[src/rtl/p1c1_serializer.sv]
// p1c1_serializer: parallel-to-serial stimulus stage for the p1c1 sequence circuit.
// Accepts words over a valid/ready handshake and shifts them out one bit per
// enabled clock. It also reports per-bit valid, bit index, frame-done pulse and
// a count of completed frames.
module p1c1_serializer #(
    parameter int   WIDTH      = 8,
    parameter bit   LSB_FIRST  = 1'b1,
    parameter logic IDLE_LEVEL = 1'b0,
    parameter int   CNT_W      = 8
) (
    input  logic                     clk,
    input  logic                     reset,
    input  logic                     load_valid,
    input  logic [WIDTH-1:0]         load_data,
    output logic                     load_ready,
    input  logic                     enable,
    output logic                     ser_out,
    output logic                     ser_valid,
    output logic [$clog2(WIDTH)-1:0] bit_idx,
    output logic                     frame_done,
    output logic [CNT_W-1:0]         frame_count
);

    localparam int               IDX_W    = $clog2(WIDTH);
    localparam logic [IDX_W-1:0] LAST_IDX = IDX_W'(WIDTH - 1);

    typedef enum logic {
        IDLE,
        SHIFT
    } state_t;

    state_t           state;
    state_t           state_nxt;
    logic [WIDTH-1:0] shift_reg;
    logic [WIDTH-1:0] shift_nxt;
    logic             ser_out_nxt;
    logic             ser_valid_nxt;
    logic [IDX_W-1:0] bit_idx_nxt;
    logic             frame_done_nxt;
    logic [CNT_W-1:0] frame_count_nxt;
    logic             last_consumed;
    logic             transfer;

    // The final bit leaves on an enabled edge, which frees the block for the next word.
    assign last_consumed = (state == SHIFT) && (bit_idx == LAST_IDX) && enable;
    assign load_ready    = !reset && ((state == IDLE) || last_consumed);
    assign transfer      = load_valid && load_ready;

    // Next-state and next-output logic for the IDLE/SHIFT controller.
    always_comb begin
        // NOTE: every signal gets a default first, so no path leaves one unassigned and infers a latch.
        state_nxt       = state;
        shift_nxt       = shift_reg;
        ser_out_nxt     = ser_out;
        ser_valid_nxt   = 1'b0;
        bit_idx_nxt     = bit_idx;
        frame_done_nxt  = 1'b0;
        frame_count_nxt = frame_count;

        case (state)
            IDLE: begin
                ser_out_nxt = IDLE_LEVEL;
            end
            SHIFT: begin
                if (!enable) begin
                    // Stall: hold bit and index, flag the cycle as not carrying a new bit.
                    ser_valid_nxt = 1'b0;
                end else if (bit_idx == LAST_IDX) begin
                    frame_done_nxt  = 1'b1;
                    frame_count_nxt = frame_count + CNT_W'(1);
                    state_nxt       = IDLE;
                    ser_out_nxt     = IDLE_LEVEL;
                    bit_idx_nxt     = '0;
                end else begin
                    bit_idx_nxt   = bit_idx + IDX_W'(1);
                    ser_valid_nxt = 1'b1;
                    if (LSB_FIRST) begin
                        shift_nxt   = shift_reg >> 1;
                        ser_out_nxt = shift_reg[1];
                    end else begin
                        shift_nxt   = shift_reg << 1;
                        ser_out_nxt = shift_reg[WIDTH-2];
                    end
                end
            end
            default: begin
                state_nxt = IDLE;
            end
        endcase

        // A transfer overrides the above: from IDLE, or back-to-back on the last bit.
        if (transfer) begin
            state_nxt     = SHIFT;
            shift_nxt     = load_data;
            ser_out_nxt   = LSB_FIRST ? load_data[0] : load_data[WIDTH-1];
            ser_valid_nxt = 1'b1;
            bit_idx_nxt   = '0;
        end
    end

    // State and registered outputs, cleared asynchronously on reset.
    always_ff @(posedge clk or posedge reset) begin
        if (reset) begin
            state       <= IDLE;
            // NOTE: the shift register is a plain register, not a memory, so it takes a reset value too.
            shift_reg   <= '0;
            ser_out     <= IDLE_LEVEL;
            ser_valid   <= 1'b0;
            bit_idx     <= '0;
            frame_done  <= 1'b0;
            frame_count <= '0;
        end else begin
            // NOTE: non-blocking assignments here so all registers update together from old values.
            state       <= state_nxt;
            shift_reg   <= shift_nxt;
            ser_out     <= ser_out_nxt;
            ser_valid   <= ser_valid_nxt;
            bit_idx     <= bit_idx_nxt;
            frame_done  <= frame_done_nxt;
            frame_count <= frame_count_nxt;
        end
    end

endmodule

[config.mk]
export PLATFORM = sky130hd
export DESIGN_NAME = p1c1_serializer
export DESIGN_NICKNAME = d
export VERILOG_FILES = /design/src/rtl/p1c1_serializer.sv
export SDC_FILE = /design/constraint.sdc
export NUM_CORES = 1
export LEC_CHECK = 0
export ABC_AREA = 1
export BUFFER_PORTS_ARGS = -buffer_cell sky130_fd_sc_hd__buf_2
export CAP_MARGIN = 30
export CORE_ASPECT_RATIO = 0.8
export CORE_MARGIN = 4
export CORE_UTILIZATION = 47
export DETAILED_ROUTE_END_ITERATION = 8
export HOLD_SLACK_MARGIN = 0.12
export PLACE_DENSITY = 0.83
export SKIP_LAST_GASP = 1
export SYNTH_ARGS = -nofsm -noshare
export SYNTH_HDL_FRONTEND = slang
export SYNTH_SLANG_ARGS = --single-unit
[constraint.sdc]
create_clock -name clk -period 1.4 [get_ports clk]
set_input_delay 0.14 -clock clk [delete_from_list [all_inputs] [get_ports clk]]
set_output_delay 0.14 -clock clk [all_outputs]
set_load 0.01 [all_outputs]
# [After elaboration in Yosys (flattened, before gate mapping)]
# Cells that the tools add are included.
# Widths: inputs -> output; s select.
[op_classes] addsub=2 n_eq_ne=3 mux=22 bitwise_logic=1 reduce_logical=11
[op_table] op="$mux 8" n=4
[op_table] op="$mux 1" n=13
[op_table] op="$mux 3" n=4
[op_table] op="$add 8x1->8 const B" n=1
[op_table] op="$reduce_and 3->1" n=2
[op_table] op="$logic_and 1x1->1" n=4
[op_table] op="$reduce_bool 2->1" n=2
[op_table] op="$add 3x1->3 const B" n=1
[op_table] op="$eq 3x3->1 const B" n=1
[op_table] op="$ne 3x2->1 const B" n=1
[op_table] op="$ne 2x2->1 const B" n=1
[op_table] op="$pmux 1 s2" n=1
[op_table] op="$reduce_and 2->1" n=1
[op_table] op="$logic_not 1->1" n=1
[op_table] op="$logic_or 1x1->1" n=1
[op_table] op="$not 1->1" n=1
[totals] register_bits=23 in_bits=12 output_inout_bits=15 wordCells=46

# [Longest topological paths before layout]
[logic_depth] depth_word=8 ltp_mapped=8 mapped_depth_nobuf=8

# [Least setup slack after synthesis]
# No wires, ideal clock.
[synth_path] path_type="reg2reg" from="register bit_idx[0]" to="register shift_reg[1]" setup_ns=0.125 arrival_time_ns=1.312 t_required_ns=1.275 path_slack_ns=-0.037 stages_incl_launch_ff=9 path_buffers=1 synth_period_minus_slack_ns=1.437 path_cell_list="dfrtp_1 -> ha_1 -> ha_1 -> nand2_2 -> nand2_4 -> nand3_4 -> buf_6 -> nand3_1 -> nand3_1"
[synth_via] elab_chain_len=8 elab_cells_between_ends=11 classes_between="eq/ne (2); mux (1); reduce/logical (8)"
[synth_lines] element="start: declaration" line="19" rtl="output logic [$clog2(WIDTH)-1:0] bit_idx,"
[synth_lines] element="start signal: assignment" line="118" rtl="bit_idx <= bit_idx_nxt;"
[synth_lines] element="$eq 3x3->1 *" line="45, 68"
[synth_lines] element="$logic_and 1x1->1 (2 in series)" line="45" rtl="assign last_consumed = (state == SHIFT) && (bit_idx == LAST_IDX) && enable;"
[synth_lines] element="$logic_or 1x1->1" line="46" rtl="assign load_ready = !reset && ((state == IDLE) || last_consumed);"
[synth_lines] element="$logic_and 1x1->1" line="46"
[synth_lines] element="$logic_and 1x1->1" line="47" rtl="assign transfer = load_valid && load_ready;"
[synth_lines] element="$ne 2x2->1 (no source line) or $reduce_bool 2->1 (tied branches)"
[synth_lines] element="$reduce_and 3->1 (no source line)"
[synth_lines] element="end signal: assignment" line="115" rtl="shift_reg <= shift_nxt;"
[synth_lines] element="end: declaration" line="34" rtl="logic [WIDTH-1:0] shift_reg;"
# Every way passes the cells marked *; elsewhere a longest branch is shown, timed or not.
# A chain may end at the register's enable or synchronous reset.

# [Worst setup path after layout]
[layout_path] from="register bit_idx[1]" to="output load_ready"
[layout_via] elab_chain_len=5
[layout_lines] element="$eq 3x3->1" line="45"
[layout_lines] element="$logic_and 1x1->1 (2 in series)" line="45"
[layout_lines] element="$logic_or 1x1->1" line="46"
[layout_lines] element="$logic_and 1x1->1" line="46"
[layout_lines] element="end: declaration" line="15" rtl="output logic load_ready,"
# Every way passes these cells.

==> flow_metrics.env <==
export IMPL_first_pass_iters=4
export IMPL_min_path_type="in2reg"
export IMPL_period_needed_ns=1.57
export IMPL_cts_buffers=3
export IMPL_setup_viol=17
export IMPL_drv_slew=0
export IMPL_cp_common_cell="nand2_4"
export IMPL_gp_congestion=0.825
export IMPL_coreArea_sq_um=2210
export IMPL_synth_cell_types=18
export IMPL_crit_slowest_cell="dfrtp_1"
export IMPL_fin_tns_setup_ns=-1.53
export IMPL_grt_use_total_pct=16.8
export IMPL_setup_worst_path_class="reg2out"
export IMPL_initial_utilization_pct=51.0
export IMPL_hold_viol_final=0
export IMPL_antenna_cells=0
export IMPL_crit_path_max_fanout=3
export IMPL_io_pins=27
export IMPL_synthTopCellsByArea="dfrtp_1 49%, nand2_1 14%, nand3_1 8.4%"
export IMPL_critPathRequiredTime_ns=1.26
export IMPL_cp_arrival_ns=1.43
export IMPL_synth_flop_cell="dfrtp_1"
export IMPL_synth_area_per_cell_sq_um=8.76
export IMPL_syn_to_final_growth_pct=42.2
export IMPL_final_nets=196
export IMPL_maxCapViolCount=0
export IMPL_fin_skew_ns=0.00459
export IMPL_port_buffers=26
export IMPL_yosysSeqAreaShare_pct=48.7
export IMPL_die_area_sq_um=3260
export IMPL_synth_seq_cells=22
export IMPL_yosysTopAreaCellShare_pct=48.7
export IMPL_clk_path_buf_depth=2
export IMPL_drive_gt1_share_pct=35.0
export IMPL_cp_num_buf_inv=2
export IMPL_post_route_period_util_pct=112
export IMPL_ys_async_sr_fraction_pct=100
export IMPL_ctsHtreeMaxLevel=1
export IMPL_slowest_delay_ns=0.42
export IMPL_dp_hpwl_um=1840
export IMPL_cp_top_family="flip-flops"
export IMPL_synth_area_leader_cell="dfrtp_1"
export IMPL_status="finished, violations left"
export IMPL_synthCells=129
export IMPL_largest_reg_flops=8
export IMPL_syn_area_sq_um=1130
export IMPL_cts_root_buf="clkbuf_4"
export IMPL_rsz0062_at_grt="true"
export IMPL_rows=15
export IMPL_viasPerCell=4.96
export IMPL_overflow=0
export IMPL_path_clk_slew_ns=0.13
export IMPL_violations="negative setup slack"
export IMPL_critPathCaptureType="primary output"
export IMPL_antenna_found_initial=0
export IMPL_slew_headroom_pct=72.4
export IMPL_ant_nets=0
export IMPL_leakage_nw=0.896
export IMPL_tightest_slew_ns=0.414
export IMPL_vias=1017
export IMPL_drtIter0Drc=29
export IMPL_pre_cts_ws_ns=-0.0797
export IMPL_synth_edf_count=0
export IMPL_ff2ff_setup_slack_ns=-0.13
export IMPL_fmax_mhz=638
export IMPL_die_width_um=62.8
export IMPL_post_drt_wl_per_cell_um=13.1
export IMPL_die_h_um=51.9
export IMPL_synth_top_cells_by_count="43 x nand2_1, 22 x dfrtp_1, 19 x nand3_1"
export IMPL_drc=0
export IMPL_cp_start_kind="flip-flop"
export IMPL_pwr_density_cell_nw_per_um2=1460
export IMPL_yosysMostFrequentCell="nand2_1"
export IMPL_syn_nets=144
export IMPL_grt_max_degree=14
export IMPL_grt_pass1_vias=955
export IMPL_insertion_delay_ns=0.32
export IMPL_peakVddDrop_mv=0.782
export IMPL_yosysWarnings=0
export IMPL_post_route_worst_setup_slack_ns=-0.167
export IMPL_routed_wirelength_um=2690
export IMPL_grt_pass1_wl_um=4190
export IMPL_crit_chain="ha_2 > ha_4 > nand2_4 > nand2_4 > nand2_2 > inv_2 > buf_6"
export IMPL_cts_tree="built"
export IMPL_cts_sinks=22
==> cell families (layout without fill, tap and decap cells) <==
| family | count (synthesis) | in the layout | share of synthesized area [%] |
|---|---|---|---|
| flops | 22 | 22 | 48.7 |
| simple gates | 78 | 78 | 34.2 |
| buf+inv | 19 | 70 | 8.30 |
| xor+xnor | 5 | 5 | 4.54 |
| fa+ha+maj | 3 | 3 | 3.32 |
| compound gates | 2 | 2 | 0.886 |
==> final timing paths <==
check | start | endpoint | depth (start not counted)
max in group asynchronous | reset | state | 4
worst min register to register | shift_reg[3] | shift_reg[2] | 2
worst max-delay path | bit_idx[1] | load_ready | 7
worst min-delay path | reset | state | 4
worst max register to register | bit_idx[1] | frame_count[0] | 7
min in group asynchronous | reset | ser_valid | 4
==> per-layer routing <==
layer,vias to the layer above,share of wire [%],GRT usage (%)
met4,0,1.0,4.40
met5,-,0,0
met2,31,52,31.5
met1,475,42,18.9
li1,507,-,-
met3,4,5.6,4.97
==> power breakdown <==
part,internal (mW),total [mW],switching (mW)
Sequential,0.809,0.970,0.160
Clock,0.289,0.497,0.207
Combinational,0.410,0.874,0.464
Total,1.51,2.34,0.832
==> worst reg2reg max path, cell delays in order (launching register included) <==
cell	delay, ns
dfrtp_1	0.39
ha_2	0.20
ha_4	0.15
buf_4	0.12
nand3_4	0.14
buf_12	0.19
buf_6	0.11
xor2_2	0.13
==> final cells by class <==
| class | count | area, sq um |
|---|---|---|
| Inverter | 16 | 65.1 |
| Timing Repair Buffer | 50 | 374 |
| Sequential cell | 22 | 551 |
| Clock buffer | 3 | 22.5 |
| Tap cell | 25 | 31.3 |
| Fill cell | 160 | 608 |
| Multi-Input combinational cell | 88 | 533 |
| Clock inverter | 1 | 30.0 |
==> cells in the final DEF (no fill, tap or decap) <==
cell,n
a21oi_1,1
nand3_1,19
nor3_4,1
nor2_4,2
inv_4,2
ha_4,1
ha_1,1
xnor2_2,1
nand2_2,2
inv_1,12
nand2_1,42
nand2_4,2
nand3_4,3
nor2_1,6
nand4_1,1
dfrtp_1,22
clkbuf_4,3
xor2_1,3
dlygate4sd3_1,10
bufinv_16,1
xor2_2,1
buf_2,25
inv_2,2
buf_12,2
buf_6,3
buf_4,10
ha_2,1
a21oi_2,1
==> through the flow <==
step                cell area (sq um)  util [%]  power (mW)  hold slack, ns  std cells
floorplan                        1140         -        1.43           0.177        129
global placement                 1320      59.6        1.64           0.233        182
detailed placement               1320      59.6        1.68           0.246        182
CTS                              1530      68.9        2.24           0.149        202
global route                     1610      72.5        2.51           0.152        205
finish                           1610      72.5        2.34           0.160        205
==> repair_timing <==
item | 4_1_cts | 5_1_grt
hold buffers | 10 | 0
gates resized for setup | 3 | 12
endpoints found under the hold margin | 30 | 0
endpoints found under the setup margin | 9 | 21
pin swaps | 3 | 8
cloned | 0 | 0
buffers inserted | 6 | 3
No activity file was read; power rests on OpenSTA's default activity.
